--- src/rtl/traffic_pkg.sv ---
// Shared constants, types and segment helpers for the traffic countdown display.
package traffic_pkg;

  // Segment patterns, bit order {g,f,e,d,c,b,a}, active-high
  localparam logic [6:0] SEG_0     = 7'h3F;
  localparam logic [6:0] SEG_1     = 7'h06;
  localparam logic [6:0] SEG_2     = 7'h5B;
  localparam logic [6:0] SEG_3     = 7'h4F;
  localparam logic [6:0] SEG_4     = 7'h66;
  localparam logic [6:0] SEG_5     = 7'h6D;
  localparam logic [6:0] SEG_6     = 7'h7D;
  localparam logic [6:0] SEG_7     = 7'h07;
  localparam logic [6:0] SEG_8     = 7'h7F;
  localparam logic [6:0] SEG_9     = 7'h6F;
  localparam logic [6:0] SEG_DASH  = 7'h40;
  localparam logic [6:0] SEG_BLANK = 7'h00;

  // Digit slot assignment on the 4-digit display
  localparam logic [1:0] DIG_G1_UNITS = 2'd0;
  localparam logic [1:0] DIG_G1_TENS  = 2'd1;
  localparam logic [1:0] DIG_G2_UNITS = 2'd2;
  localparam logic [1:0] DIG_G2_TENS  = 2'd3;

  // Number of shift/add-3 iterations for an 8-bit input
  localparam int BCD_ITERS = 8;

  // Converted value of one light: hundreds, tens, units
  typedef struct packed {
    logic [1:0] h;
    logic [3:0] t;
    logic [3:0] u;
  } bcd_val_t;

  // Conversion sequencer: g1 first, then g2
  typedef enum logic [1:0] {
    SEQ_IDLE  = 2'd0,
    SEQ_CONV1 = 2'd1,
    SEQ_CONV2 = 2'd2
  } seq_state_t;

  // One decimal digit to its segment pattern; non-decimal codes go dark
  function automatic logic [6:0] bcd_to_seg(input logic [3:0] d);
    logic [6:0] s;
    case (d)
      4'd0:    s = SEG_0;
      4'd1:    s = SEG_1;
      4'd2:    s = SEG_2;
      4'd3:    s = SEG_3;
      4'd4:    s = SEG_4;
      4'd5:    s = SEG_5;
      4'd6:    s = SEG_6;
      4'd7:    s = SEG_7;
      4'd8:    s = SEG_8;
      4'd9:    s = SEG_9;
      default: s = SEG_BLANK;
    endcase
    return s;
  endfunction

  // Pattern for one digit of a light: dashes when >= 100, leading tens zero blanked
  function automatic logic [6:0] light_seg(input bcd_val_t v, input logic tens_sel);
    logic [6:0] s;
    if (v.h != 2'd0) begin
      s = SEG_DASH;
    end else if (tens_sel) begin
      s = (v.t == 4'd0) ? SEG_BLANK : bcd_to_seg(v.t);
    end else begin
      s = bcd_to_seg(v.u);
    end
    return s;
  endfunction

endpackage

--- src/rtl/traffic_seg_scan_bin2bcd.sv ---
// Sequential 8-bit binary to BCD converter (double dabble, one bit per cycle).
// The shift register latches the operand on start, so it doubles as the operand snapshot.
module bin2bcd_seq
  import traffic_pkg::*;
(
  input  logic       clk_fst,
  input  logic       rst,
  input  logic [7:0] bin,
  input  logic       start,
  output logic [1:0] bcd_h,
  output logic [3:0] bcd_t,
  output logic [3:0] bcd_u,
  output logic       busy,
  output logic       done
);

  // {hundreds[17:16], tens[15:12], units[11:8], binary[7:0]}
  logic [17:0] sr_reg;
  logic [17:0] sr_next;
  logic [2:0]  iter_reg;
  logic        busy_reg;
  logic        done_reg;
  logic [17:0] adj;

  // One iteration: add 3 to any BCD nibble >= 5, then shift left
  always_comb begin
    adj = sr_reg;
    if (adj[11:8] >= 4'd5) begin
      adj[11:8] = adj[11:8] + 4'd3;
    end
    if (adj[15:12] >= 4'd5) begin
      adj[15:12] = adj[15:12] + 4'd3;
    end
    sr_next = {adj[16:0], 1'b0};
  end

  // Iteration control; done pulses the cycle after the final iteration
  always_ff @(posedge clk_fst or negedge rst) begin
    if (!rst) begin
      sr_reg   <= '0;
      iter_reg <= '0;
      busy_reg <= 1'b0;
      done_reg <= 1'b0;
    end else begin
      done_reg <= 1'b0;
      if (busy_reg) begin
        sr_reg   <= sr_next;
        iter_reg <= iter_reg + 3'd1;
        if (iter_reg == 3'(BCD_ITERS - 1)) begin
          busy_reg <= 1'b0;
          done_reg <= 1'b1;
        end
      end else if (start) begin
        sr_reg   <= {10'd0, bin};
        iter_reg <= '0;
        busy_reg <= 1'b1;
      end
    end
  end

  assign bcd_h = sr_reg[17:16];
  assign bcd_t = sr_reg[15:12];
  assign bcd_u = sr_reg[11:8];
  assign busy  = busy_reg;
  assign done  = done_reg;

endmodule

--- src/rtl/traffic_seg_scan.sv ---
// 4-digit multiplexed 7-segment display of the two green countdowns.
// Values are sampled once per frame, converted to BCD in the background and
// shown from the following frame on; each digit slot starts with a dark guard time.
module traffic_seg_scan
  import traffic_pkg::*;
#(
  parameter int SCAN_DIV = 1000,
  parameter int GUARD    = 2
) (
  input  logic       clk_fst,
  input  logic       rst,
  input  logic [7:0] g1_cnt,
  input  logic [7:0] g2_cnt,
  input  logic       blank,
  output logic [6:0] seg,
  output logic [3:0] an,
  output logic       frame_tick
);

  logic [15:0] div_cnt_reg;
  logic [1:0]  digit_reg;
  logic        frame_start;

  logic [7:0]  snap2_reg;
  seq_state_t  state_reg, state_next;

  logic        conv_start;
  logic [7:0]  conv_bin;
  logic        conv_busy;
  logic        conv_done;
  bcd_val_t    conv_bcd;
  logic        pend1_load;
  logic        pend2_load;

  bcd_val_t    pend1_reg, pend2_reg;
  bcd_val_t    comm1_reg, comm2_reg;

  logic [6:0]  seg_next;
  logic [3:0]  an_next;
  logic [6:0]  seg_reg;
  logic [3:0]  an_reg;
  logic        frame_tick_reg;

  assign frame_start = (digit_reg == DIG_G1_UNITS) && (div_cnt_reg == 16'd0);

  // Slot divider and digit index
  always_ff @(posedge clk_fst or negedge rst) begin
    if (!rst) begin
      div_cnt_reg <= '0;
      digit_reg   <= '0;
    end else if (div_cnt_reg == 16'(SCAN_DIV - 1)) begin
      div_cnt_reg <= '0;
      digit_reg   <= digit_reg + 2'd1;
    end else begin
      div_cnt_reg <= div_cnt_reg + 16'd1;
    end
  end

  // g2 is held for the second conversion; g1 is latched inside the converter
  always_ff @(posedge clk_fst or negedge rst) begin
    if (!rst) begin
      snap2_reg <= '0;
    end else if (frame_start) begin
      snap2_reg <= g2_cnt;
    end
  end

  bin2bcd_seq u_bin2bcd (
    .clk_fst (clk_fst),
    .rst     (rst),
    .bin     (conv_bin),
    .start   (conv_start),
    .bcd_h   (conv_bcd.h),
    .bcd_t   (conv_bcd.t),
    .bcd_u   (conv_bcd.u),
    .busy    (conv_busy),
    .done    (conv_done)
  );

  // Sequencer state register
  always_ff @(posedge clk_fst or negedge rst) begin
    if (!rst) begin
      state_reg <= SEQ_IDLE;
    end else begin
      state_reg <= state_next;
    end
  end

  // Sequencer: g1 starts at frame start, g2 starts on the cycle g1 completes
  always_comb begin
    state_next = state_reg;
    conv_start = 1'b0;
    conv_bin   = snap2_reg;
    pend1_load = 1'b0;
    pend2_load = 1'b0;
    case (state_reg)
      SEQ_IDLE: begin
        if (frame_start && !conv_busy) begin
          conv_start = 1'b1;
          conv_bin   = g1_cnt;
          state_next = SEQ_CONV1;
        end
      end
      SEQ_CONV1: begin
        if (conv_done) begin
          pend1_load = 1'b1;
          conv_start = 1'b1;
          conv_bin   = snap2_reg;
          state_next = SEQ_CONV2;
        end
      end
      SEQ_CONV2: begin
        if (conv_done) begin
          pend2_load = 1'b1;
          state_next = SEQ_IDLE;
        end
      end
      default: state_next = SEQ_IDLE;
    endcase
  end

  // Pending results fill during a frame; committed pair changes only at frame start
  always_ff @(posedge clk_fst or negedge rst) begin
    if (!rst) begin
      pend1_reg <= '0;
      pend2_reg <= '0;
      comm1_reg <= '0;
      comm2_reg <= '0;
    end else begin
      if (pend1_load) begin
        pend1_reg <= conv_bcd;
      end
      if (pend2_load) begin
        pend2_reg <= conv_bcd;
      end
      if (frame_start) begin
        comm1_reg <= pend1_reg;
        comm2_reg <= pend2_reg;
      end
    end
  end

  // Next segment pattern and anode enable for the current slot
  always_comb begin
    seg_next = SEG_BLANK;
    an_next  = 4'b1111;
    case (digit_reg)
      DIG_G1_UNITS: seg_next = light_seg(comm1_reg, 1'b0);
      DIG_G1_TENS:  seg_next = light_seg(comm1_reg, 1'b1);
      DIG_G2_UNITS: seg_next = light_seg(comm2_reg, 1'b0);
      DIG_G2_TENS:  seg_next = light_seg(comm2_reg, 1'b1);
      default:      seg_next = SEG_BLANK;
    endcase
    if (!blank && (div_cnt_reg >= 16'(GUARD))) begin
      an_next = ~(4'b0001 << digit_reg);
    end
  end

  // Registered display outputs
  always_ff @(posedge clk_fst or negedge rst) begin
    if (!rst) begin
      seg_reg        <= SEG_BLANK;
      an_reg         <= 4'b1111;
      frame_tick_reg <= 1'b0;
    end else begin
      seg_reg        <= seg_next;
      an_reg         <= an_next;
      frame_tick_reg <= frame_start;
    end
  end

  assign seg        = seg_reg;
  assign an         = an_reg;
  assign frame_tick = frame_tick_reg;

endmodule

--- config.mk ---
export PLATFORM = sky130hd
export DESIGN_NAME = traffic_seg_scan
export DESIGN_NICKNAME = d
export VERILOG_FILES = /design/src/rtl/traffic_pkg.sv /design/src/rtl/traffic_seg_scan_bin2bcd.sv /design/src/rtl/traffic_seg_scan.sv
export SDC_FILE = /design/constraint.sdc
export NUM_CORES = 1
export LEC_CHECK = 0
export BUFFER_PORTS_ARGS = -buffer_cell sky130_fd_sc_hd__buf_2
export CORE_MARGIN = 3
export CORE_UTILIZATION = 29
export DETAILED_ROUTE_END_ITERATION = 7
export PLACE_DENSITY = 0.54
export SETUP_SLACK_MARGIN = 0.3
export SKIP_LAST_GASP = 1
export SYNTH_ARGS = -nofsm -noshare
export SYNTH_HDL_FRONTEND = slang
export SYNTH_SLANG_ARGS = --single-unit
export TNS_END_PERCENT = 50
--- constraint.sdc ---
create_clock -name clk_fst -period 5.3 [get_ports clk_fst]
set_input_delay 1.06 -clock clk_fst [delete_from_list [all_inputs] [get_ports clk_fst]]
set_output_delay 1.06 -clock clk_fst [all_outputs]
set_load 0.1 [all_outputs]
==> summary.md <==
| Metric | Value |
|---|---|
| Full die area | 19200 um^2 |
| Maxcap violations | 0 |
| Mapped Nets | 563 |
| Tcrit/Tclk final | 54.7% |
| Core ar. | 16900 um^2 |
| Vias in the first global route | 3755 |
| Die Span Y | 139 um |
| Post-Route WL | 10800 um |
| CTS buffer count | 9 |
| Grt ovf | 0 |
| H-tree depth | 3 |
| Setup violators final | 0 |
| CTS tree | built |
| Fmax | 0.345 GHz |
| Sequential share of the synthesized area | 50.7% |
| Leakage | 0.00263 uW |
| Top cells by instance count after synthesis | dfrtp_1, nand2_1, o21ai_0 |
| Startpoint types | register |
| CP max FO | 44 |
| Most frequent CP cell | a21oi_1 |
| Setup TNS | 0 ps |
| Post-synthesis register bit count | 103 |
| Register-to-Register Setup Slack | 2400 ps |
| Resize count post-CTS | 0 |
| FP Rows | 47 |
| Routability cong. | 0.777 |
| Clock Skew | 10.9 ps |
| EDFF count, synth | 0 |
| Mapped cell area | 5100 um^2 |
| Drt wl/cell | 14.2 um |
| Tot Pwr | 1840 uW |
| Most frequent cell after synthesis | dfrtp_1 |
| Arrival time at the worst endpoint | 3120 ps |
| RSZ-0062 raised after global routing | no |
| Critical Path RT | 5520 ps |
| Fin. Hold Viols | 0 |
| Worst slew pin tran | 907 ps |
| Worst-path clk slew | 70 ps |
| I/O pin count | 31 |
| All-Layer GR Usage | 11.8% |
| Synth unique cells | 49 |
| Initial antenna violation count | 0 |
| Detail-routed via count per cell | 4.82 |
| Top FF cell, synth | dfrtp_1 |
| Slew margin rel. | 39.0% |
| VDD IR max | 0.161 mV |
| Avg Cell Area, Syn | 9.96 um^2 |
| Yosys top cell area share | 48.6% |
| 1st-pass router iterations | 4 |
| Post-Route Utilization | 34.2% |
| Dpl hpwl | 7630 um |
| Max incr delay on CP | 530 ps |
| Clk Latency, worst-skew pair | 350 ps |
| Status | complete, no violations |
| Cell count after synthesis | 512 |
| Layout area overhead | 13.2% |
| CTS Sinks | 103 |
| Critical path class | reg2reg |
| Share of synthesized registers carrying an async set or reset | 100% |
| Slew Limit Fails | 0 |
| Share of cells above drive strength 1 | 13.3% |
| Total number of vias | 3671 |
| YS warnings | 0 |
| Postcts setup bufs | 0 |
| Largest area contributor in the netlist | dfrtp_1 |
| Clock Path Buffers | 2 |
| Nature of the critical path endpoint | register |
| I/O Buffers | 30 |
| Max FFs per register | 18 |
| CTS Hold Buffers Added | 0 |
| Hold WC Path Type | reg2reg |
| Final net count | 587 |
| Routed Antenna Nets | 0 |
| DRC | 0 |
| Largest cells by area after synthesis | dfrtp_1, ha_1, nand2_1 |
| Slowest cell on the critical path | or4bb_1 |
| First-pass GRT wire length | 18500 um |
| 1st-iter DRT viols | 208 |
| Pin count of the biggest net entering global routing | 54 |
| Pwr/cell area | 319 nW/um^2 |
| CP Cell Sequence | inv_1 > ha_1 > or4bb_1 > nor4_4 > buf_4 > a21oi_1 > nor2_1 > a21oi_1 |
| Minimum clock period | 2900 ps |
| N_diodes | 0 |
| CTS root buf | clkbuf_16 |
| Die X | 139 um |
| Starting Density | 30.2% |
[logic make-up (layout without fill, tap and decap cells)]
logic type                 after synthesis  after routing  share of synthesized area [%]
AOI/OAI and AO/OA                      122            122                           14.4
and+or+nand+nor                        170            170                           16.0
xor gates and xnor gates                17             17                           2.92
muxes                                   22             22                           4.64
adders and majority gates               32             32                           7.85
DFF                                    103            103                           50.7
buffers and inverters                   46             75                           3.49
[final cells by class]
class / instances / area, um^2
clock buffers: 10 / 239
clock inverters: 6 / 66.3
fillers: 1701 / 11100
inverters: 27 / 101
multi-input cells: 363 / 2340
flip-flops and latches: 103 / 2580
well taps: 220 / 275
repair buffers: 32 / 168
[metrics by stage]
step / setup WS, ps / std cells / instance area, um^2 / hold slack (ps)
after floorplan: 3120 / 512 / 5100 / 438
after global routing: 2080 / 761 / 5770 / 501
final: 2400 / 761 / 5770 / 466
after global placement: 2460 / 745 / 5460 / 455
after CTS: 2360 / 761 / 5770 / 472
after detailed placement: 2370 / 745 / 5460 / 456
[where the power goes]
group | total [uW] | switching (uW) | internal (uW)
Sequential | 953 | 76.3 | 876
Clock | 681 | 298 | 383
Combinational | 208 | 112 | 95.8
[metal layers]
metal	routed length [um]	track usage, %
met1	5250	15.7
met2	4960	18.1
met3	431	3.24
met4	168	5.04
met5	0	0
[cells in the final DEF, fill, tap and decap left out, types with 7 or more instances in the layout]
master | synthesis | final
nand3_1 | 7 | 7
nand2_1 | 91 | 91
inv_1 | 27 | 27
o21ai_0 | 46 | 46
nor2_1 | 24 | 24
mux2i_1 | 9 | 9
buf_2 | 1 | 29
mux2_2 | 13 | 13
ha_1 | 32 | 32
a21oi_1 | 29 | 29
clkbuf_16 | 0 | 9
dfrtp_1 | 99 | 99
nor2b_1 | 7 | 7
xnor2_1 | 10 | 10
xor2_1 | 7 | 7
o22ai_1 | 15 | 15
[final timing paths]
check | startpoint | endpoint | depth (start not counted)
max in group asynchronous | rst | div_cnt_reg[4]$_DFF_PN0_ | 2
worst min register to register | snap2_reg[4]$_DFFE_PN0N_ | snap2_reg[4]$_DFFE_PN0N_ | 2
worst max register to register | div_cnt_reg[0]$_DFF_PN0_ | u_bin2bcd.sr_reg[7]$_DFFE_PN0P_ | 8
min in group asynchronous | rst | u_bin2bcd.sr_reg[5]$_DFFE_PN0P_ | 1
worst min-delay path | snap2_reg[4]$_DFFE_PN0N_ | snap2_reg[4]$_DFFE_PN0N_ | 2
worst max-delay path | div_cnt_reg[0]$_DFF_PN0_ | u_bin2bcd.sr_reg[7]$_DFFE_PN0P_ | 8
[worst max-delay path, delay by kind of cell, from the launching register on]
family                   cells  cell delay (ps)
AND/OR/NAND/NOR              3             1130
flip-flops                   1              440
AO/OA/AOI/OAI                2              480
adder cells (fa/ha/maj)      1              180
buffers and inverters        2              530
Power figures use the tool's default switching activity.
